<file path="config.mk">
export PLATFORM = sky130hd
export DESIGN_NAME = firing_control
export DESIGN_NICKNAME = d
export VERILOG_FILES = /design/src/rtl/firing_control.sv
export SDC_FILE = /design/constraint.sdc
export NUM_CORES = 1
export LEC_CHECK = 0
export ABC_AREA = 1
export BUFFER_PORTS_ARGS = -buffer_cell sky130_fd_sc_hd__buf_2
export CAP_MARGIN = 0
export CORE_MARGIN = 2
export CORE_UTILIZATION = 54
export CTS_CLUSTER_DIAMETER = 80
export DETAILED_ROUTE_END_ITERATION = 8
export PLACE_DENSITY_LB_ADDON = 0.12
export SETUP_SLACK_MARGIN = 0.4
export SKIP_CTS_REPAIR_TIMING = 1
export SLEW_MARGIN = 20
export SYNTH_ARGS = -nofsm -noshare
export SYNTH_HDL_FRONTEND = slang
export SYNTH_SLANG_ARGS = --single-unit
export TNS_END_PERCENT = 30
</file>
<file path="constraint.sdc">
create_clock -name clk -period 1.41 [get_ports clk]
set_input_delay 0.141 -clock clk [delete_from_list [all_inputs] [get_ports clk]]
set_output_delay 0.141 -clock clk [all_outputs]
set_load 0.02 [all_outputs]
</file>
<file path="src/rtl/firing_control.sv">
// firing_control: sequencing FSM for the firing datapath.
// Turns a raw fire button and a reload request into the datapath
// opcode on `control` (RELOAD/HOLD/SHOT). It debounces the trigger,
// enforces a cooldown after every shot and times the reload.
// Build option: define FIRING_AUTO_RELOAD_EN to reload automatically
// when the magazine runs dry instead of parking in EMPTY.
module firing_control #(
    parameter int DEBOUNCE_CYCLES = 4,
    parameter int COOLDOWN_CYCLES = 8,
    parameter int RELOAD_CYCLES   = 16,
    parameter int CNT_W           = 20
) (
    input  logic       clk,
    input  logic       reset_n,
    input  logic       enable,
    input  logic       trigger,
    input  logic       reload_req,
    input  logic [1:0] remaining_shots,
    input  logic       is_shot,
    output logic [2:0] control,
    output logic       shot_fired,
    output logic       dry_fire,
    output logic       reload_done,
    output logic       hit,
    output logic       busy
);

    localparam logic [2:0] CTL_RELOAD = 3'b000;
    localparam logic [2:0] CTL_HOLD   = 3'b001;
    localparam logic [2:0] CTL_SHOT   = 3'b011;

    localparam int DEB_W = (DEBOUNCE_CYCLES > 1) ? $clog2(DEBOUNCE_CYCLES) : 1;
    localparam logic [DEB_W-1:0] DEB_LAST    = DEB_W'(DEBOUNCE_CYCLES - 1);
    localparam logic [CNT_W-1:0] COOL_LOAD   = CNT_W'(COOLDOWN_CYCLES - 1);
    localparam logic [CNT_W-1:0] RELOAD_LOAD = CNT_W'(RELOAD_CYCLES - 1);

`ifdef FIRING_AUTO_RELOAD_EN
    localparam logic AUTO_RELOAD = 1'b1;
`else
    localparam logic AUTO_RELOAD = 1'b0;
`endif

    typedef enum logic [2:0] {
        S_IDLE,
        S_FIRE,
        S_COOL,
        S_EMPTY,
        S_RELOAD
    } state_t;

    state_t           state;
    state_t           state_next;
    logic [CNT_W-1:0] cnt;
    logic [CNT_W-1:0] cnt_next;
    logic             dry_next;
    logic             done_next;

    logic             trig_meta;
    logic             trig_sync;
    logic [DEB_W-1:0] deb_cnt;
    logic             deb_level;
    logic             deb_level_d;
    logic             fire_req;

    logic             is_shot_d;

    // Two-flop synchronizer for the asynchronous fire button.
    always_ff @(posedge clk or negedge reset_n) begin
        if (!reset_n) begin
            trig_meta <= 1'b0;
            trig_sync <= 1'b0;
        end else begin
            trig_meta <= trigger;
            trig_sync <= trig_meta;
        end
    end

    // Debouncer: the level follows the synced input only after it has
    // differed for DEBOUNCE_CYCLES consecutive cycles; press and release alike.
    always_ff @(posedge clk or negedge reset_n) begin
        if (!reset_n) begin
            deb_cnt     <= '0;
            deb_level   <= 1'b0;
            deb_level_d <= 1'b0;
        end else begin
            deb_level_d <= deb_level;
            if (trig_sync == deb_level) begin
                deb_cnt <= '0;
            end else if (deb_cnt == DEB_LAST) begin
                deb_level <= trig_sync;
                deb_cnt   <= '0;
            end else begin
                deb_cnt <= deb_cnt + DEB_W'(1);
            end
        end
    end

    // One fire request per debounced press.
    always_comb begin
        fire_req = deb_level & ~deb_level_d;
    end

    // Next-state, counter and pulse decisions; enable low overrides everything.
    always_comb begin
        state_next = state;
        cnt_next   = cnt;
        dry_next   = 1'b0;
        done_next  = 1'b0;
        if (!enable) begin
            state_next = S_IDLE;
            cnt_next   = '0;
        end else begin
            case (state)
                S_IDLE: begin
                    if (fire_req) begin
                        if (remaining_shots != 2'd0) begin
                            state_next = S_FIRE;
                        end else begin
                            dry_next = 1'b1;
                            if (AUTO_RELOAD) begin
                                state_next = S_RELOAD;
                                cnt_next   = RELOAD_LOAD;
                            end else begin
                                state_next = S_EMPTY;
                            end
                        end
                    end else if (reload_req && (remaining_shots != 2'd3)) begin
                        state_next = S_RELOAD;
                        cnt_next   = RELOAD_LOAD;
                    end
                end
                S_FIRE: begin
                    state_next = S_COOL;
                    cnt_next   = COOL_LOAD;
                end
                S_COOL: begin
                    // Presses and reload requests during cooldown are dropped.
                    if (cnt != '0) begin
                        cnt_next = cnt - CNT_W'(1);
                    end else if (remaining_shots == 2'd0) begin
                        if (AUTO_RELOAD) begin
                            state_next = S_RELOAD;
                            cnt_next   = RELOAD_LOAD;
                        end else begin
                            state_next = S_EMPTY;
                        end
                    end else begin
                        state_next = S_IDLE;
                    end
                end
                S_EMPTY: begin
                    if (reload_req) begin
                        state_next = S_RELOAD;
                        cnt_next   = RELOAD_LOAD;
                    end else if (fire_req) begin
                        dry_next = 1'b1;
                    end
                end
                S_RELOAD: begin
                    if (cnt != '0) begin
                        cnt_next = cnt - CNT_W'(1);
                    end else begin
                        state_next = S_IDLE;
                        done_next  = 1'b1;
                    end
                end
                default: begin
                    state_next = S_IDLE;
                    cnt_next   = '0;
                end
            endcase
        end
    end

    // State, shared down-counter and registered event pulses.
    always_ff @(posedge clk or negedge reset_n) begin
        if (!reset_n) begin
            state       <= S_IDLE;
            cnt         <= '0;
            dry_fire    <= 1'b0;
            reload_done <= 1'b0;
        end else begin
            state       <= state_next;
            cnt         <= cnt_next;
            dry_fire    <= dry_next;
            reload_done <= done_next;
        end
    end

    // Moore output decode from the registered state.
    always_comb begin
        control    = CTL_HOLD;
        shot_fired = 1'b0;
        busy       = (state != S_IDLE);
        case (state)
            S_FIRE: begin
                control    = CTL_SHOT;
                shot_fired = 1'b1;
            end
            S_RELOAD: control = CTL_RELOAD;
            default:  control = CTL_HOLD;
        endcase
    end

    // Hit pulse on a rising edge of is_shot, independent of state and enable.
    always_ff @(posedge clk or negedge reset_n) begin
        if (!reset_n) begin
            is_shot_d <= 1'b0;
            hit       <= 1'b0;
        end else begin
            is_shot_d <= is_shot;
            hit       <= is_shot & ~is_shot_d;
        end
    end

endmodule
</file>
# == After elaboration in Yosys (flattened, before gate mapping) ==
# Cells that the tools add are included.
# totals
reg_bits,33
output_inout_bits,8
elab_cells,70
# classes
n_addsub,2
n_eq_ne,14
n_mux,28
n_bitwise,5
n_reduce_logical,10
# ops
cell,n
$mux W20,5
$pmux W20 S4,1
$reduce_bool A20 Y1,1
$sub A20 B1 Y20 const B,1
$mux W3,6
$ne A3 B3 Y1 const B,5
$pmux W3 S5,1
$mux W1,9
$mux W2,4
$reduce_and A4 Y1,2
$eq A3 B2 Y1 const B,2
$ne A4 B4 Y1 const B,1
$pmux W2 S2,1
$eq A3 B1 Y1 const B,1
$eq A3 B3 Y1 const B,1
$logic_not A3 Y1,1
$ne A3 B2 Y1 const B,1
$not A1 Y1,3
$reduce_bool A3 Y1,1
$add A2 B1 Y2 const B,1
$and A1 B1 Y1,2
$eq A2 B2 Y1 const B,1
$logic_not A2 Y1,1
$ne A2 B2 Y1 const B,1
other kinds (6),6

# == Depth between registers and ports, before layout ==
# logic_depth
depth_word,6
mapped_depth,11

# == Worst setup path after synthesis ==
# OpenSTA, ideal clock, no wires.
# synth_path
kind,register to register
startpoint,register cnt[0]
endpoint,register cnt[10]
setup_ns,0.119
arrival_time_ns,1.377
path_slack_ns,-0.086
stages_incl_launch_ff,11
cell_sequence,dfrtp_1 inv_1 ha_1 nand2_1 nor2_1 nand2_1 nor2_4 nand3_4 nand2_4 buf_6 o21ai_2
# synth_between
elab_chain_len,4
word_cells_on_any_way,7
# synth_lines
element,line_no,text
start: declaration,53,logic [CNT_W-1:0] cnt;
start signal: assignment,184,cnt <= cnt_next;
$sub A20 B1 Y20,"139, 161",
$mux W20,"138, 160",
$pmux W20 S4,113,case (state)
$mux W20,109,if (!enable) begin
# Several ways; a longest one is shown, not always the timed one. The select of a mux whose other input is x is not followed.
# A chain may end at the register's enable or synchronous reset.

# == Worst setup path after layout ==
# layout_path
startpoint,register cnt[0]
endpoint,register cnt[6]
# The elaborated chain is that of the path after synthesis.

==> run_summary.xml <==
<?xml version="1.0" encoding="UTF-8"?>
<metrics>
  <group name="status">
    <metric name="outcome" unit="">finished with violations</metric>
    <metric name="violated_checks" unit="">negative setup slack</metric>
  </group>
  <group name="layout">
    <metric name="ff_latch_area" unit="um2">827.0</metric>
    <metric name="stdcell_area" unit="um2">3133</metric>
    <metric name="finish.utilization" unit="">0.7889</metric>
    <metric name="nNetsFinal" unit="">398</metric>
    <metric name="multi_input_area" unit="um2">1346</metric>
    <metric name="antenna_cells" unit="">0</metric>
    <metric name="fillers" unit="">285</metric>
    <metric name="drive_above_1_share" unit="">0.4149</metric>
    <metric name="synthToLayoutAreaGrowth" unit="%">42.19</metric>
    <metric name="finalNonFillerCells" unit="">438</metric>
  </group>
  <group name="logic_synthesis">
    <metric name="synth_async_sr_flop_share" unit="">1.000</metric>
    <metric name="post_synth_xor_area_fraction" unit="">0.01590</metric>
    <metric name="postSynthNetCount" unit="">317</metric>
    <metric name="yosys_warnings" unit="">0</metric>
    <metric name="main_combinational_cell_family_by_area_after_synthesis" unit="">simple AND/OR/NAND/NOR gates</metric>
    <metric name="post_synth_mux_area_share" unit="">0.005111</metric>
    <metric name="ys_seq_area_frac" unit="">0.3748</metric>
    <metric name="post_synth.cell_area_avg" unit="um2">7.201</metric>
    <metric name="synthSimpleGateAreaFrac" unit="">0.4077</metric>
    <metric name="synth_ff_type" unit="">dfrtp_1</metric>
    <metric name="synth-edff-count" unit="">0</metric>
    <metric name="synth_cells" unit="">306</metric>
    <metric name="synth-compound-area-share" unit="">0.08802</metric>
    <metric name="syn_area" unit="um2">2203</metric>
    <metric name="netlist-cell-type-count" unit="">30</metric>
    <metric name="synth_fa_ha_area_frac" unit="">0.01704</metric>
    <metric name="yosys_register_bits" unit="">33</metric>
  </group>
  <group name="setup_path">
    <metric name="cp_max_fanout" unit="">5</metric>
    <metric name="start_kind" unit="">register</metric>
    <metric name="regToRegSetupSlack" unit="ns">-0.21</metric>
    <metric name="r2r_start" unit="">cnt[0]$_DFFE_PN0P_</metric>
    <metric name="worst_ep_required_time" unit="ns">1.62</metric>
    <metric name="critical_path.endpoint_type" unit="">register</metric>
    <metric name="cp_data_arrival_time" unit="ns">1.83</metric>
    <metric name="r2r_cells" unit="">9</metric>
    <metric name="reg2reg_to" unit="">cnt[6]$_DFFE_PN0P_</metric>
    <metric name="worst-setup-path-type" unit="">register to register</metric>
  </group>
  <group name="floorplan">
    <metric name="fp-row-count" unit="">23</metric>
    <metric name="core_region_area" unit="um2">3971</metric>
    <metric name="die_area" unit="um2">4607</metric>
    <metric name="start_util" unit="">0.5548</metric>
    <metric name="die_y" unit="um">67.88</metric>
    <metric name="boundaryPins" unit="">16</metric>
    <metric name="die_width" unit="um">67.88</metric>
  </group>
  <group name="routing">
    <metric name="vias_after_detailed_routing" unit="">2298</metric>
    <metric name="drtPass1Iterations" unit="">4</metric>
    <metric name="ant_nets" unit="">0</metric>
    <metric name="route.detailed.vias_per_inst" unit="">5.247</metric>
    <metric name="drt-wirelength-per-cell" unit="um">14.22</metric>
    <metric name="detail_route.drc_violations" unit="">0</metric>
    <metric name="wl" unit="um">6229</metric>
    <metric name="first_iter_violations" unit="">126</metric>
  </group>
  <group name="job">
    <metric name="total_of_max_cap_violations" unit="">0</metric>
  </group>
  <group name="sta">
    <metric name="post-route-period-util" unit="">1.146</metric>
    <metric name="final_hold_viol_count" unit="">0</metric>
    <metric name="unrepaired_setup_endpoints_after_global_routing" unit="">yes</metric>
    <metric name="fmax" unit="MHz">618.8</metric>
    <metric name="setup_total_negative_slack" unit="ns">-3.129</metric>
    <metric name="final-max-slew-violation-count" unit="">0</metric>
    <metric name="setup_viol" unit="">26</metric>
    <metric name="final.min_clock_period" unit="ns">1.616</metric>
    <metric name="worst_clock_skew" unit="ns">0.005302</metric>
    <metric name="setup_slack" unit="ns">-0.2061</metric>
    <metric name="worst_hold_slack" unit="ns">0.1777</metric>
  </group>
  <group name="grt">
    <metric name="globalRouteOverflowTotal" unit="">0</metric>
    <metric name="pin_count_of_the_biggest_net_entering_global_routing" unit="">34</metric>
    <metric name="number_of_antenna_violations_at_the_first_check_in_global_routing" unit="">0</metric>
    <metric name="grt_first_pass_wirelength" unit="um">9073</metric>
    <metric name="vias_in_the_first_global_route" unit="">2009</metric>
    <metric name="globalRouteTotalUtil" unit="">0.2678</metric>
  </group>
  <group name="clock_network">
    <metric name="tritoncts" unit="">yes</metric>
    <metric name="cts_sink_cnt" unit="">33</metric>
    <metric name="numCtsBuffers" unit="">5</metric>
    <metric name="cts_root_buf" unit="">clkbuf_8</metric>
    <metric name="clkLatencyLatePin" unit="ns">0.29</metric>
    <metric name="cts-root-to-sink-buffers" unit="">2</metric>
    <metric name="cts-htree-levels" unit="">2</metric>
    <metric name="clkSlewWorstSetupHoldPaths" unit="ns">0.08</metric>
  </group>
  <group name="power_and_ir_drop">
    <metric name="ir_worst_vdd" unit="mV">1.178</metric>
    <metric name="power.density_cell_area" unit="nW/um2">2256</metric>
    <metric name="cellLeakagePower" unit="nW">1.666</metric>
    <metric name="post-layout-total-power" unit="mW">7.069</metric>
  </group>
  <group name="hold_path">
    <metric name="hold_path.startpoint" unit="">reload_req</metric>
    <metric name="timing.hold.worst_path_depth" unit="">4</metric>
    <metric name="hold_class" unit="">input port to register</metric>
    <metric name="hold_path_end" unit="">dry_fire$_DFF_PN0_</metric>
  </group>
  <group name="place">
    <metric name="gpl.final_weighted_congestion" unit="">0.8747</metric>
    <metric name="post_dp_cell_area" unit="um2">2774</metric>
    <metric name="number_of_buffers_added_on_ports" unit="">14</metric>
    <metric name="dp_worst_setup_slack" unit="ns">-0.2283</metric>
    <metric name="dp_cells" unit="">422</metric>
    <metric name="post-dp-hpwl" unit="um">4176</metric>
  </group>
</metrics>
==> critical path: stages, from the launching register on <==
cell and delay (ns):
dfrtp_1 0.40, inv_2 0.09, buf_6 0.12, ha_4 0.14
nand2_4 0.08, nor2_4 0.23, xor2_2 0.11, nor3_2 0.16
nand2_1 0.11, o21ai_1 0.11
==> cell type report <==
class,instances,share of cell area
clock buffer,5,0.02196
clock inverter,3,0.01478
inverter,36,0.04313
multi-input combinational,229,0.4297
sequential,33,0.2640
tap,50,0.01997
timing repair buffer,82,0.2065
==> cells by family (layout without fill, tap and decap cells) <==
kind of cell / after synthesis / in the layout
xor+xnor: 4 / 4
mux: 1 / 1
buf+inv: 44 / 126
fa+ha+maj: 3 / 3
flops: 33 / 33
simple gates: 194 / 194
other cells: 1 / 1
compound gates: 26 / 26
==> placed cells by master, fill, tap and decap left out, types with 2 or more instances in the layout <==
master and n:
ha_4 2, nor2_1 34, buf_6 5, nand4_1 16, nand3_1 20, buf_2 13
clkbuf_8 5, o21ai_0 2, dlygate4sd3_1 3, xnor2_1 3, dfrtp_1 32, o21ai_2 13
nor2_4 8, nor2_2 11, nand2_1 69, buf_12 3, o21ai_1 2, buf_4 58
inv_1 32, inv_2 4, nand2_4 3, nand3_2 3, a21o_1 5, nand2_2 19
nor3_1 4, or2_2 3
==> cell usage after synthesis (2+ instances only) <==
master | n | area, um2
nand2_1 | 87 | 326.6
nor2_1 | 46 | 172.7
inv_1 | 34 | 127.6
dfrtp_1 | 33 | 825.8
nand3_1 | 23 | 115.1
nand4_1 | 16 | 100.1
o21ai_2 | 13 | 113.9
a21o_1 | 5 | 37.54
nor2_4 | 5 | 56.30
nor3_1 | 5 | 25.02
buf_6 | 3 | 33.78
ha_1 | 3 | 37.54
nand2_4 | 3 | 33.78
o21ai_0 | 3 | 15.01
or2_2 | 3 | 18.77
xnor2_1 | 3 | 26.28
a21oi_1 | 2 | 10.01
buf_2 | 2 | 10.01
buf_4 | 2 | 15.01
inv_2 | 2 | 7.510
nand2_2 | 2 | 12.51
nor2_2 | 2 | 12.51
o22ai_1 | 2 | 12.51
==> worst max path at each step <==
| stage | start | end | slack [ns] | depth (start not counted) |
|---|---|---|---|---|
| floorplan | cnt[1]$_DFFE_PN0P_ | cnt[14]$_DFFE_PN0P_ | -0.05 | 10 |
| global placement | cnt[0]$_DFFE_PN0P_ | cnt[8]$_DFFE_PN0P_ | -0.18 | 8 |
| detailed placement | cnt[0]$_DFFE_PN0P_ | cnt[8]$_DFFE_PN0P_ | -0.23 | 8 |
| CTS | cnt[0]$_DFFE_PN0P_ | cnt[6]$_DFFE_PN0P_ | -0.28 | 9 |
| global route | cnt[1]$_DFFE_PN0P_ | cnt[17]$_DFFE_PN0P_ | -0.35 | 10 |
| finish | cnt[0]$_DFFE_PN0P_ | cnt[6]$_DFFE_PN0P_ | -0.21 | 9 |
==> per-layer routing <==
layer / vias to the layer above / GRT usage / wire [um]
met4: 0 / 0.08250 / 159
met3: 15 / 0.04605 / 319
met5: - / 0 / 0
li1: 1137 / - / -
met1: 1073 / 0.3672 / 2759
met2: 73 / 0.4338 / 2989
==> flip-flops by register name, summed over array words and instances, names as in the netlist <==
name	count
is_shot_d	1
trig_sync	1
hit	1
state	3
deb_level_d	1
dry_fire	1
deb_level	1
reload_done	1
cnt	20
trig_meta	1
deb_cnt	2
==> power breakdown <==
group	total [mW]	internal, mW	switching (mW)
clock network	0.924	0.529	0.395
logic	4.75	2.13	2.62
registers	1.40	1.18	0.214
Note: power is estimated with default switching activity, not from simulation.
